--- src/rtl/fir_host_driver.sv ---
// ----------------------------------------------------------------------------
// fir_host_driver
//
// Host-side initiator for a FIR filter core. It keeps a local coefficient
// buffer, replays it to the FIR as a configuration burst, then feeds input
// samples one at a time (enable pulse, wait for done, return the result).
//
// Ports
//   clk / rst_n                  clock (rising edge) and async active-low reset
//   coef_we_i/addr_i/wdata_i     coefficient buffer write port
//   tap_count_i, cfg_start_i     (re)configuration request and tap count
//   s_valid_i/s_data_i/s_ready_o input sample handshake
//   fir_data_in_o, fir_enable_o,
//   fir_configuration_o,
//   fir_config_data_enable_o     registered drive of the FIR core pins
//   fir_data_out_i,
//   fir_overflow_flag_i,
//   fir_done_i                   FIR core response
//   r_valid_o/r_data_o/r_ovf_o   one-cycle result strobe with data and overflow
//   configured_o                 FIR holds a valid configuration
//   cfg_err_o                    pulse: cfg_start rejected for a bad tap count
//   timeout_err_o                sticky: FIR never answered a sample
// ----------------------------------------------------------------------------
module fir_host_driver #(
    parameter int MAX_TAPS = 16,
    parameter int AW       = 4,
    parameter int TIMEOUT  = 255
) (
    input  logic          clk,
    input  logic          rst_n,
    input  logic          coef_we_i,
    input  logic [AW-1:0] coef_addr_i,
    input  logic [7:0]    coef_wdata_i,
    input  logic [4:0]    tap_count_i,
    input  logic          cfg_start_i,
    input  logic          s_valid_i,
    input  logic [7:0]    s_data_i,
    output logic          s_ready_o,
    output logic [7:0]    fir_data_in_o,
    output logic          fir_enable_o,
    output logic          fir_configuration_o,
    output logic          fir_config_data_enable_o,
    input  logic [7:0]    fir_data_out_i,
    input  logic [1:0]    fir_overflow_flag_i,
    input  logic          fir_done_i,
    output logic          r_valid_o,
    output logic [7:0]    r_data_o,
    output logic [1:0]    r_ovf_o,
    output logic          configured_o,
    output logic          cfg_err_o,
    output logic          timeout_err_o
);

    // One counter serves the setup/guard phases, the coefficient index and
    // the done timeout, so it must be wide enough for the largest of them.
    localparam int TW = $clog2(TIMEOUT + 1);
    localparam int CW = (TW > AW + 1) ? TW : AW + 1;

    typedef enum logic [3:0] {
        IDLE,
        CFG_SETUP,
        CFG_HDR,
        CFG_COEF,
        CFG_GUARD,
        READY,
        SAMPLE,
        WAIT_DONE,
        RESULT
    } state_e;

    state_e        state_q, state_d;
    logic [CW-1:0] cnt_q, cnt_d;
    logic [4:0]    taps_q, taps_d;
    logic          configured_q, configured_d;
    logic          timeout_q, timeout_d;
    logic          cfg_err_q, cfg_err_d;
    logic          r_valid_q, r_valid_d;
    logic [7:0]    r_data_q, r_data_d;
    logic [1:0]    r_ovf_q, r_ovf_d;
    logic [7:0]    din_q, din_d;
    logic          en_q, en_d;
    logic          cfg_q, cfg_d;
    logic          cde_q, cde_d;

    logic [7:0]    coef_buf_q [MAX_TAPS];

    logic          taps_ok;
    logic          cfg_accept;
    logic          take_sample;
    logic          buf_locked;

    assign taps_ok     = (tap_count_i != 5'd0) && (int'(tap_count_i) <= MAX_TAPS);
    assign cfg_accept  = cfg_start_i && taps_ok && ((state_q == IDLE) || (state_q == READY));
    // A rejected cfg_start does not block a sample offered in the same cycle.
    assign take_sample = (state_q == READY) && s_valid_i && !cfg_accept;
    // The buffer is frozen while its contents are on the wire.
    assign buf_locked  = (state_q == CFG_HDR) || (state_q == CFG_COEF);

    // Coefficient storage has no reset; its contents are undefined until written.
    always_ff @(posedge clk) begin
        if (coef_we_i && !buf_locked) begin
            coef_buf_q[coef_addr_i] <= coef_wdata_i;
        end
    end

    always_comb begin
        state_d      = state_q;
        cnt_d        = cnt_q;
        taps_d       = taps_q;
        configured_d = configured_q;
        timeout_d    = timeout_q;
        cfg_err_d    = 1'b0;
        r_valid_d    = 1'b0;
        r_data_d     = r_data_q;
        r_ovf_d      = r_ovf_q;

        case (state_q)
            IDLE, READY: begin
                if (cfg_accept) begin
                    state_d      = CFG_SETUP;
                    cnt_d        = '0;
                    taps_d       = tap_count_i;
                    configured_d = 1'b0;
                    timeout_d    = 1'b0;
                end else begin
                    cfg_err_d = cfg_start_i;
                    if (take_sample) begin
                        state_d = SAMPLE;
                    end
                end
            end
            CFG_SETUP: begin
                if (cnt_q == CW'(1)) begin
                    state_d = CFG_HDR;
                    cnt_d   = '0;
                end else begin
                    cnt_d = cnt_q + CW'(1);
                end
            end
            CFG_HDR: begin
                state_d = CFG_COEF;
                cnt_d   = '0;
            end
            CFG_COEF: begin
                if (cnt_q == CW'(taps_q) - CW'(1)) begin
                    state_d = CFG_GUARD;
                    cnt_d   = '0;
                end else begin
                    cnt_d = cnt_q + CW'(1);
                end
            end
            CFG_GUARD: begin
                if (cnt_q == CW'(1)) begin
                    state_d      = READY;
                    configured_d = 1'b1;
                end else begin
                    cnt_d = cnt_q + CW'(1);
                end
            end
            SAMPLE: begin
                state_d = WAIT_DONE;
                cnt_d   = '0;
            end
            WAIT_DONE: begin
                if (fir_done_i) begin
                    state_d   = RESULT;
                    r_valid_d = 1'b1;
                    r_data_d  = fir_data_out_i;
                    r_ovf_d   = fir_overflow_flag_i;
                end else if (cnt_q == CW'(TIMEOUT - 1)) begin
                    state_d   = READY;
                    timeout_d = 1'b1;
                end else begin
                    cnt_d = cnt_q + CW'(1);
                end
            end
            RESULT: begin
                state_d = READY;
            end
            default: begin
                state_d = IDLE;
            end
        endcase
    end

    // FIR pins are decoded from the next state so that the registered
    // outputs line up with the state they belong to.
    always_comb begin
        cfg_d = 1'b0;
        cde_d = 1'b0;
        en_d  = 1'b0;
        din_d = 8'h00;
        case (state_d)
            CFG_SETUP: begin
                cfg_d = 1'b1;
            end
            CFG_HDR: begin
                cfg_d = 1'b1;
                cde_d = 1'b1;
                din_d = 8'(taps_d - 5'd1);
            end
            CFG_COEF: begin
                cfg_d = 1'b1;
                cde_d = 1'b1;
                din_d = coef_buf_q[cnt_d[AW-1:0]];
            end
            SAMPLE: begin
                en_d  = 1'b1;
                din_d = s_data_i;
            end
            default: begin
            end
        endcase
    end

    always_ff @(posedge clk or negedge rst_n) begin
        if (!rst_n) begin
            state_q      <= IDLE;
            cnt_q        <= '0;
            taps_q       <= '0;
            configured_q <= 1'b0;
            timeout_q    <= 1'b0;
            cfg_err_q    <= 1'b0;
            r_valid_q    <= 1'b0;
            r_data_q     <= '0;
            r_ovf_q      <= '0;
            din_q        <= '0;
            en_q         <= 1'b0;
            cfg_q        <= 1'b0;
            cde_q        <= 1'b0;
        end else begin
            state_q      <= state_d;
            cnt_q        <= cnt_d;
            taps_q       <= taps_d;
            configured_q <= configured_d;
            timeout_q    <= timeout_d;
            cfg_err_q    <= cfg_err_d;
            r_valid_q    <= r_valid_d;
            r_data_q     <= r_data_d;
            r_ovf_q      <= r_ovf_d;
            din_q        <= din_d;
            en_q         <= en_d;
            cfg_q        <= cfg_d;
            cde_q        <= cde_d;
        end
    end

    assign s_ready_o                = (state_q == READY);
    assign fir_data_in_o            = din_q;
    assign fir_enable_o             = en_q;
    assign fir_configuration_o      = cfg_q;
    assign fir_config_data_enable_o = cde_q;
    assign r_valid_o                = r_valid_q;
    assign r_data_o                 = r_data_q;
    assign r_ovf_o                  = r_ovf_q;
    assign configured_o             = configured_q;
    assign cfg_err_o                = cfg_err_q;
    assign timeout_err_o            = timeout_q;

endmodule

--- config.mk ---
export PLATFORM = sky130hd
export DESIGN_NAME = fir_host_driver
export DESIGN_NICKNAME = d
export VERILOG_FILES = /design/src/rtl/fir_host_driver.sv
export SDC_FILE = /design/constraint.sdc
export NUM_CORES = 1
export LEC_CHECK = 0
export BUFFER_PORTS_ARGS = -buffer_cell sky130_fd_sc_hd__buf_2
export CAP_MARGIN = 10
export CELL_PAD_IN_SITES_DETAIL_PLACEMENT = 0
export CELL_PAD_IN_SITES_GLOBAL_PLACEMENT = 1
export CORE_MARGIN = 2
export CORE_UTILIZATION = 50
export DETAILED_ROUTE_END_ITERATION = 7
export PLACE_DENSITY = 0.77
export SYNTH_ARGS = -nofsm -noshare
export SYNTH_HDL_FRONTEND = slang
export SYNTH_SLANG_ARGS = --single-unit
--- constraint.sdc ---
create_clock -name clk -period 5.2 [get_ports clk]
set_clock_uncertainty 0.2 [all_clocks]
set_input_delay 0 -clock clk [delete_from_list [all_inputs] [get_ports clk]]
set_output_delay 0 -clock clk [all_outputs]
set_load 0.005 [all_outputs]
After elaboration in Yosys (flattened, before gate mapping):

Memories as Yosys holds them, arrays and structs flattened.
Index checks and enable logic that the tools add are counted.

* $lt $le $gt $ge: 1
* muxes and demuxes: 33
* add/subtract/negate cells: 3
* reductions and logical operators: 23
* equal/unequal tests: 21

Operator list (count)
* $mux 8: 6
* $pmux 8 s6: 1
* $pmux 4 s8: 1
* $mux 4: 7
* $pmux 8 s3: 1
* $eq 4x3->1 const B: 5
* $eq 4x2->1 const B: 4
* $mux 1: 13
* $ne 2x2->1 const B: 6
* $sub 5x1->6 const B: 2
* $mux 5: 2
* $add 8x1->8 const B: 1
* $eq 4x1->1 const B: 2
* $eq 8x1->1 const B: 1
* $eq 8x8->1: 1
* $eq 8x8->1 const B: 1
* $logic_and 1x1->1: 6
* $reduce_bool 6->1: 1
* $reduce_or 2->1: 3
* $le 5x5->1 const B: 1
* $reduce_and 5->1: 1
* $reduce_bool 5->1: 1
* $eq 4x4->1 const B: 1
* $logic_not 4->1: 1
* other kinds (8): 12

* output and inout bits: 26
* RAM bits: 128
* memories: 1
* register bits: 42
* logic and storage cells: 96
* input port bits: 41

Memory list
* coef_buf_q: words 16, width 8, rd ports 1, clocked after Yosys merged registers in 0, wr ports 1, line 85 `logic [7:0] coef_buf_q [MAX_TAPS];`

Longest topological paths before layout:

Gate-level depths: netlist of run 1.

* depth after elaboration: 12
* depth in mapped cells: 18
* depth with buffers taken out: 15

Worst setup path after synthesis of run 1:

OpenSTA, ideal clock, no wires.

* kind: reg2reg
* start: register cnt_q[1]
* end: register din_q[2] (netlist: fir_data_in_o[2])
* library setup time: 0.082 ns
* path buffers: 2
* data arrival time: 3.376 ns
* period minus slack after synthesis: 3.658 ns
* required time: 4.918 ns
* setup slack: 1.542 ns
* cell stages (with the launch flop): 18
* cell sequence: dfrtp_1 -> inv_1 -> ha_1 -> or4b_4 -> nor2_4 -> inv_2 -> ha_1 -> or3b_1 -> a21oi_1 -> a211o_1 -> a211oi_1 -> or2_1 -> buf_6 -> buf_12 -> o221ai_2 -> o211ai_1 -> a41o_1 -> a22oi_2

* longest elaborated chain between the ends: 6
* elaborated cells on any way between the ends: 22
* those cells by class: add/sub: 1; eq/ne: 6; mux: 14; memory: 1

Ends and longest elaborated chain
* from (decl): line 72 `logic [CW-1:0] cnt_q, cnt_d;`
* from (signal assigned): line 233 `cnt_q <= cnt_d;`
* $add 8x1->8 / $eq 8x8->1 (equally long branches)
* $mux 8 / $mux 4 (equally long branches): line 170 `end else if (cnt_q == CW'(TIMEOUT - 1)) begin`
* $mux 8 / $mux 4 (equally long branches): line 165 `if (fir_done_i) begin`
* $pmux 8 s6 / $pmux 4 s8 (equally long branches): line 117 `case (state_q)`
* $mem_v2 16x8, or another cell as far along
* $pmux 8 s3 (*): line 193 `case (state_d)`
* named net din_d[2]: line 80 `logic [7:0] din_q, din_d;`
* to (signal assigned): line 241 `din_q <= din_d;`
* to (decl): line 80

Mark *: on every way through the listed nets, which the timed path passes. The rest lies on a longest branch. The select of a mux whose other input is x is not followed.
A chain may end at the register's enable or synchronous reset.

Final worst setup path of run 1:

* start: register cnt_q[0]
* end: register din_q[5] (netlist: fir_data_in_o[5])

Same word-level chain as after synthesis.

==> summary by stage, run 1 <==
Logic synthesis
For this run, asynchronously set or reset flops after synthesis account for between 20% and 30%. The share of the synthesized area in the top cell type is 50.46%. The number of different library cells used by synthesis comes to 71. The synthesized netlist net count is between 500 and 600. Summing the sequential cell areas from Yosys gives 64.26% of the chip area. Synthesis inferred 170 register bits. The cell accounting for the most synthesized area is edfxtp_1. The mean post-synth cell area is around 14 um2. The area of the mapped netlist is 7617 um2.

Synthesis produced 536 cells. The synthesized design contains between 100 and 150 enable-type register cells. By area the synthesized netlist is led by edfxtp_1, dfrtp_1, mux2i_1. The leading register cell type out of synthesis is edfxtp_1.

Yosys printed 0 warnings.

Clock tree
TritonCTS built the clock tree. The clock transition time at the flip-flop clock pins of the worst setup and hold paths is 60 ps. At the later pin of the worst-skew pair, clock insertion delay measures 430 ps. Counting the buffers created by CTS gives 17. The maximum clock insertion buffer count is 2. After clock tree synthesis, the repair step resized 0 gates.

The cell at the root of the clock tree is clkbuf_16. The H-tree generated during clock tree synthesis spans 4 levels. Clock tree synthesis found a total of 170 sinks.

Global routing
The global routing stage identified its most utilized layer as met2. The via count of the first global-routing pass is roughly 4,700. Entering global routing, the biggest net connects 52 pins. Across every metal layer, demand over resource in global routing totals between 20% and 30%. The wire length of the first global-routing pass is 26,330 um. The leftover overflow at the end of global routing is 0.

The initial antenna violation count is 0. The met2 global-route usage is 37.46%. The global-route met1 utilization is 27.62%.

Global routing used 4.690% of the available met3 tracks.

Floorplanning
The number of I/O pins is 67. After floorplanning, the core was sized to cover 15,030 um2. In this run the horizontal extent of the chip is 127.4 um.

Row generation in the floorplan step produced 45 rows. The floorplan step defined a die boundary enclosing 16,240 um2. The initial utilization of the core area, before any placement, comes to about half. The die is between 100 and 150 um tall.

Finish
Of the cells placed in the final design, the portion with a size suffix greater than 1 is 21.82%. The layout has 1,198 filler cells. The most frequent standard cell in the layout excluding fill and tap cells is edfxtp_1.

After the last flow step, the layout net total stands at 694. Registers take 4895 um2. The area of the multi-input gates is 2525 um2. The post-layout instance count excluding filler cells is around 850. The count of inserted antenna diode cells is 0.

Leaving out fill and tap cells, the most frequent cells in the layout are edfxtp_1, mux2i_1, buf_2, nand2_1, dlygate4sd3_1. The area growth from synthesis to layout is 19.83%.

Flow run
Max-cap violations in this run came to 0.

Routing
After detailed routing, the number of vias per cell comes to 5.662. Dividing the detail-routed wire length by the instance count gives 20.20 um. The detailed-route DRC error count is 0. The final route contains 4,801 vias. The length of the first detailed-routing pass in iterations is 5. The iteration-0 DRC count of the detailed router is 346. The total routed wirelength is 17,130 um. The detail route stage leaves a number of antenna-violating nets equal to 0.

Timing
The worst path meets setup with 737.9 ps of slack. The remaining max-slew budget at the tightest pin is between 30% and 40%. The final hold violation count was 0. In the finished design, the share of the clock period the worst path needs comes to 85.81%.

The top achievable clock speed is 224.1 MHz. The slew at the pin closest to its max-slew limit is 1020 ps. The hold slack is 47.21 ps. The final number of setup-violating endpoints is 0. The final max-slew violation count came to 0. Subtracting the final worst setup slack from the clock period gives 4462 ps. Setup repair after global routing left no endpoint under its margin. Summed over all failing endpoints, the final setup total negative slack is 0 ps.

Worst setup path
The end point of the critical path is fir_data_in_o[5]$_DFF_PN0_. The worst reg-to-reg path cell count is 15. The critical path starts at cnt_q[0]$_DFF_PN0_. The startpoint type of the worst setup path is a register. Data arrives at the worst endpoint at between 4000 and 5000 ps. The highest-delay cell along the critical path is or2_4. On the worst path, the slowest cell contributes a delay of 800 ps. The worst reg-to-reg setup slack is 740 ps.

The endpoint class of the critical path is a register. The largest fanout on the critical path is 51. The startpoint identified for the worst register-to-register timing path is cnt_q[0]$_DFF_PN0_. The critical path is of the register to register type. The most numerous cell type found on the critical path is ha_1. The destination of the worst register-to-register timing path is fir_data_in_o[5]$_DFF_PN0_. Data on the critical path is required at its endpoint by roughly 5300 ps. Traced cell by cell, the critical path runs through ha_1 -> or4b_4 -> nor2_4 -> inv_2 -> ha_1 -> or3b_1 -> a21oi_1 -> a211o_1 -> a211oi_1 -> or2_4 -> buf_4 -> mux2i_1 -> nand2_1 -> o2111ai_1 -> nand3_1.

Placement
Routability-driven placement finished with a final weighted congestion of 0.8780. The worst slack at placement is 779.0 ps. The count of placed standard cells including taps is ~770.

Once detailed placement completed, the half-perimeter wirelength came to 11,360 um. Buffers placed on the I/O ports in this run total 66.

Outcome
The flow ran to the end, and the final reports show no timing, DRC or antenna violations.

Power
VDD sags by at most 325.5 uV. The static leakage power is 3.570 nW. The total power divided by cell area is 551.7 nW/um2.

Min path
The worst min-delay path class is primary input to register.
## cell usage after synthesis, types with 10 or more instances
cell type,count
dfrtp_1,42
inv_1,14
nor3_1,11
a21oi_1,11
edfxtp_1,128
nand2_1,44
xnor2_1,10
nor2_1,37
mux2_2,15
mux2i_1,70
o2111ai_1,13
nand3_1,17
## stage by stage
step | area [um2] | utilization, % | power (mW)
after floorplan | 7617 | - | 3.389
after global placement | 8075 | 53.72 | 3.702
after detailed placement | 8075 | 53.72 | 3.732
after CTS | 9128 | 60.72 | 5.074
after global routing | 9128 | 60.72 | 5.309
final | 9128 | 60.72 | 5.036
## per-layer routing
layer / part of all wire (%) / wire, um
met5: 0 / 0
met1: 43 / 7284
met2: 51 / 8809
met4: 2.0 / 346
met3: 4.0 / 687
## kinds of logic (layout without fill, tap and decap cells)
family,Yosys count,in the layout,share of synthesized area (%)
AO/OA/AOI/OAI,63,63,6.850
adder cells (fa/ha/maj),6,6,0.9855
multiplexers,90,90,12.60
XOR/XNOR,15,15,1.725
buffers and inverters,38,162,3.055
AND/OR/NAND/NOR,154,154,10.53
flip-flops,170,170,64.26
## power breakdown
group	internal, mW	switching (mW)	total, mW
combinational	0.869	1.12	1.99
clock	0.802	0.503	1.30
sequential	1.60	0.138	1.74
## sequential cells by signal, summed over array words and instances (netlist names)
name and flops:
fir_configuration_o 1, fir_enable_o 1, taps_q 5, fir_config_data_enable_o 1, r_data_o 8, configured_o 1, fir_data_in_o 8, cfg_err_o 1
cnt_q 8, state_q 4, r_ovf_o 2, timeout_err_o 1, r_valid_o 1, coef_buf_q 128
## timing repair
item,4_1_cts,5_1_grt
endpoints found under the hold margin,234,0
buffers inserted,0,0
hold buffers,44,0
## critical path, delay by kind of cell, from the launching register on
family                   cells  cell delay [ps]
AND/OR/NAND/NOR              6             1700
AO/OA/AOI/OAI                4              740
flip-flops                   1              510
adder cells (fa/ha/maj)      2              460
buffers and inverters        2              460
multiplexers                 1              250
## layout make-up
class	count	share of cell area, %
timing repair buffer	114	8.773
inverter	16	0.6580
tap	188	2.577
sequential	170	53.63
multi-input combinational	328	27.66
clock buffer	20	4.784
clock inverter	12	1.919
## worst min path at each step
stage / startpoint / end / cells past startpoint
2_1_floorplan: rst_n / cfg_err_o$_DFF_PN0_ / 0
3_3_place_gp: rst_n / taps_q[1]$_DFF_PN0_ / 1
5_1_grt: coef_we_i / coef_buf_q[15][0]$_DFFE_PP_ / 3
3_5_place_dp: rst_n / cfg_err_o$_DFF_PN0_ / 1
4_1_cts: coef_we_i / coef_buf_q[7][5]$_DFFE_PP_ / 3
6_report: coef_we_i / coef_buf_q[15][6]$_DFFE_PP_ / 3
Power figures use the tool's default switching activity.
==> inputs of run 2 (changes only) <==
--- a/config.mk
+++ b/config.mk
@@ -5,12 +5,13 @@
 export SDC_FILE = /design/constraint.sdc
 export NUM_CORES = 1
 export LEC_CHECK = 0
+export ABC_AREA = 1
 export BUFFER_PORTS_ARGS = -buffer_cell sky130_fd_sc_hd__buf_2
 export CAP_MARGIN = 10
 export CELL_PAD_IN_SITES_DETAIL_PLACEMENT = 0
 export CELL_PAD_IN_SITES_GLOBAL_PLACEMENT = 1
 export CORE_MARGIN = 2
-export CORE_UTILIZATION = 50
+export CORE_UTILIZATION = 47
 export DETAILED_ROUTE_END_ITERATION = 7
 export PLACE_DENSITY = 0.77
 export SYNTH_ARGS = -nofsm -noshare
==> run 2 against run 1 <==
Compared with the run above: register-to-register slack better by 1000 ps; die area up 7.9%; first-iteration DRC count up 53%; area after synthesis up 1.7%; utilization down 2.8 points; non-clock buffer count up 1; cell area up 1.6%; worst hold slack worse by 33 ps; worst setup slack better by 1000 ps; sequential share of layout area down 0.84 points; clock-buffer cell count down 1; combinational power up 12%; critical endpoint is now fir_data_in_o[2]$_DFF_PN0_; largest cell class unchanged; highest routed layer unchanged.
==> summary by stage, run 2 <==
Finish
The total number of nets in the final design is 916 (+32%). The fraction of final layout cells sized beyond drive strength 1 is 15.53% (-6.3 points). The total non-filler cell area in the finished layout is 9273 um2 (+1.6%).

The most frequent standard cell in the layout excluding fill and tap cells is nand3_1. The flip-flop count of the largest register, all copies and words added is 128 (unchanged). Compared with the post-synthesis result, the final layout area differs by 19.69%. The post-layout instance count excluding filler cells came to 1,098 (+29%). The library cells used most frequently in the layout, excluding fill and tap cells, are nand3_1, nand2_1, edfxtp_1, buf_2, inv_1. The top register by number of flip-flops is coef_buf_q.

The count of inserted antenna diode cells is 0 (unchanged).

Outcome
The flow ran to the end, and the final reports show no timing, DRC or antenna violations.

Worst setup path
The signal on the critical path passes through inv_1 -> ha_1 -> nand2_1 -> nor2_1 -> nand2_1 -> nand2_1 -> nand2_1 -> nor2_1 -> nand2_1 -> nand2_1 -> nand2_1 -> nand2_1 -> nand2_2 -> nand2_2 -> buf_4 -> inv_2 -> nand2_1 -> nand3_1 -> nand3_1 -> nand3_1 -> nand3_1 -> nand2_1. The dominant delay contributor by cell family on the critical path is simple AND/OR/NAND/NOR gates. By instance count, the cell type seen most on the critical path is nand2_1.

The slowest stage of the critical path belongs to the cell dfrtp_1. The required time of the critical path is 5320 ps (about the same). The arrival time at the worst endpoint was 3560 ps (-1010 ps). The longest individual stage delay on the worst path is 400 ps (-400 ps). STA classifies the critical path endpoint as a register. The critical path buffer and inverter count is 3 (+1). The largest fanout on the critical path is 40 (-22%). STA classifies the critical path startpoint as a register. The critical path is of the register to register type.

Logic synthesis
Among all cell types in the netlist, the one instantiated most often is nand3_1. The cell accounting for the most synthesized area is edfxtp_1. In the synthesized netlist the dominant register cell turns out to be edfxtp_1. The mean post-synth cell area came to 10.14 um2 (-29%).

The number of standard cells after synthesis is 764 (+43%). The share of the synthesized area in the top cell type is 49.61% (-0.85 points). By count the netlist is led by nand3_1, nand2_1, edfxtp_1. The synthesized netlist net count came to 811 (+39%). The share of synthesized area occupied by flip-flops and latches is 63.18% (-1.1 points). The number of distinct library cell variants in the gate-level netlist after synthesis came to 42 (-41%). Yosys attributes the largest share of cell area to edfxtp_1, dfrtp_1, nand3_1. The count of yosys warnings during synthesis is 0 (unchanged).

The fraction of synthesis flops using an asynchronous set or reset pin was 24.71% (unchanged). The number of synthesized register bits is 170 (unchanged). The area of the mapped netlist is 7747 um2 (+1.7%). The count of flip-flops with a built-in enable after synthesis was 128 (unchanged).

Placement
The placer's final routability congestion estimate came to 0.8908 (+1.5%). The total of buffers placed on input and output ports is 66 (unchanged). The cell area after placement is 8199 um2 (+1.5%). The count of placed standard cells including taps was 1,022 (+32%).

The half-perimeter wire length of the detailed placement result is 12,950 um (+14%).

Global routing
The initial antenna violation count is 0 (unchanged). The all-layer global routing usage came to 24.05% (+2.1 points). The via count of the first global-routing pass is 5,922 (+25%). The wire length of the first global-routing pass was 32,090 um (+22%). The leftover overflow at the end of global routing is 0 (unchanged). The maximum number of pins on one net before global-route repair was 43 (-17%).

Timing
The final number of setup-violating endpoints is 0 (unchanged). The final clock period utilization by the worst path was 66.07% (-20 points). The shortest clock period the worst path allows after layout was 3436 ps (-1027 ps). The final hold violation count is 0 (unchanged). The remaining max-slew budget at the tightest pin is 36.21% (+4.5 points). The setup TNS is 0 ps (unchanged). The final max-slew violation count came to 0 (unchanged). The slew at the pin closest to its max-slew limit is 956.9 ps (-63.14 ps). The top achievable clock speed was 291.1 MHz (+30%). The hold slack is 14.47 ps (-32.73 ps). Setup repair after global routing left no endpoint under its margin.

Floorplanning
The core area is 16,000 um2 (+6.4%). The floorplan die height is 132.4 um (+3.9%). The number of I/O pins was 67 (unchanged). The width of the die is 132.4 um (+3.9%). The area enclosed by the die boundary is 17,530 um2 (+7.9%). The initial standard-cell utilization of the core is 48.42% (-2.2 points). The site row count is 46 (+2.2%).

Clock tree
The number of H-tree branching levels is 4 (unchanged). The maximum clock insertion buffer count is 2 (unchanged). The tree is rooted in a clkbuf_16. The clock transition time at the flip-flop clock pins of the worst setup and hold paths is 60 ps (about the same).

The CTS tree is yes. The post-cts sizing count is 0 (unchanged). The post-CTS setup buffer count came to 0 (unchanged). The hold buffer count at cts is 44 (unchanged). The number of clock sinks is 170 (unchanged). The number of buffers added by the clock tree synthesis step came to 17 (unchanged).

The clock latency on the worst-skew pair is 440 ps (about the same).

Routing
The length of the first detailed-routing pass in iterations is 5 (unchanged). The iteration-0 DRC count of the detailed router is 531 (+53%). The number of nets with antenna violations after detailed routing came to 0 (unchanged). The detail-routed via count per cell is 5.421 (-4.3%). The detailed-route DRC error count was 0 (unchanged).

The total routed wirelength came to 19,970 um (+17%). The mean routed wirelength per cell is 18.19 um (-10%). The via total after detailed routing was 5,952 (+24%).

Flow run
The max-capacitance violation count is 0 (unchanged).

Power
The total power consumption of the routed design was 5.279 mW (+4.8%). The total power divided by cell area was 569.3 nW/um2 (+3.2%). The worst IR drop on VDD is 318.6 uV (-2.1%). The static leakage power was 3.855 nW (+8.0%).

Min path
The worst hold path belongs to the class primary input to register.
-- run 2: through the flow --
stage / util (%) / setup slack [ps]
2_1_floorplan: - / 2752
3_3_place_gp: 51.24 / 1816
3_5_place_dp: 51.24 / 1772
4_1_cts: 57.95 / 1757
5_1_grt: 57.95 / 1387
6_report: 57.95 / 1764
-- run 2: cell families (layout without fill, tap and decap cells) --
| group | after synthesis | after routing | synth area share (%) |
|---|---|---|---|
| compound gates | 38 | 38 | 3.052 |
| simple gates | 444 | 444 | 26.44 |
| xor+xnor | 3 | 3 | 0.3392 |
| flops | 170 | 170 | 63.18 |
| buf+inv | 103 | 221 | 6.024 |
| fa+ha+maj | 6 | 6 | 0.9690 |
-- run 2: path summary, 6_finish.rpt --
check / start / endpoint / slack (ps) / depth (start not counted)
setup / recovery: taps_q[0]$_DFF_PN0_ / fir_data_in_o[2]$_DFF_PN0_ / 1760 / 22
hold / removal: coef_addr_i[3] / coef_buf_q[13][3]$_DFFE_PP_ / 10 / 3
setup reg to reg: taps_q[0]$_DFF_PN0_ / fir_data_in_o[2]$_DFF_PN0_ / 1760 / 22
hold reg to reg: r_ovf_o[1]$_DFFE_PN0P_ / r_ovf_o[1]$_DFFE_PN0P_ / 270 / 2
max in group asynchronous: rst_n / r_data_o[0]$_DFFE_PN0P_ / 4140 / 2
min in group asynchronous: rst_n / cnt_q[4]$_DFFE_PN0P_ / 70 / 2
-- run 2: layout make-up --
type	count	area, um2
timing repair buffer	115	808.3
clock inverter	13	190.2
sequential	170	4895
inverter	74	277.8
tap	216	270.3
fill	1387	6728
multi-input combinational	491	2389
clock buffer	19	442.9
-- run 2: power breakdown --
part           internal [mW]  switching (mW)  total (mW)
Clock                  0.821           0.534        1.36
Combinational          0.723            1.51        2.23
Sequential              1.60          0.0916        1.69
Total                   3.15            2.13        5.28
-- run 2: worst reg2reg max path: stages (launching register included) --
cell and delay, ps:
dfrtp_1 400, inv_1 140, ha_1 250, nand2_1 90
nor2_1 90, nand2_1 50, nand2_1 50, nand2_1 50
nor2_1 120, nand2_1 90, nand2_1 140, nand2_1 70
nand2_1 70, nand2_2 260, nand2_2 170, buf_4 390
inv_2 170, nand2_1 100, nand3_1 70, nand3_1 110
nand3_1 80, nand3_1 90, nand2_1 60
-- run 2: routing by layer --
layer  up-vias  global-route usage [%]  part of all wire, %
li1       2830                       -                    -
met3        22                   4.883                  5.0
met1      2901                   31.01                   43
met4         0                   7.766                  1.7
met5         -                       0                    0
met2       199                   40.88                   51
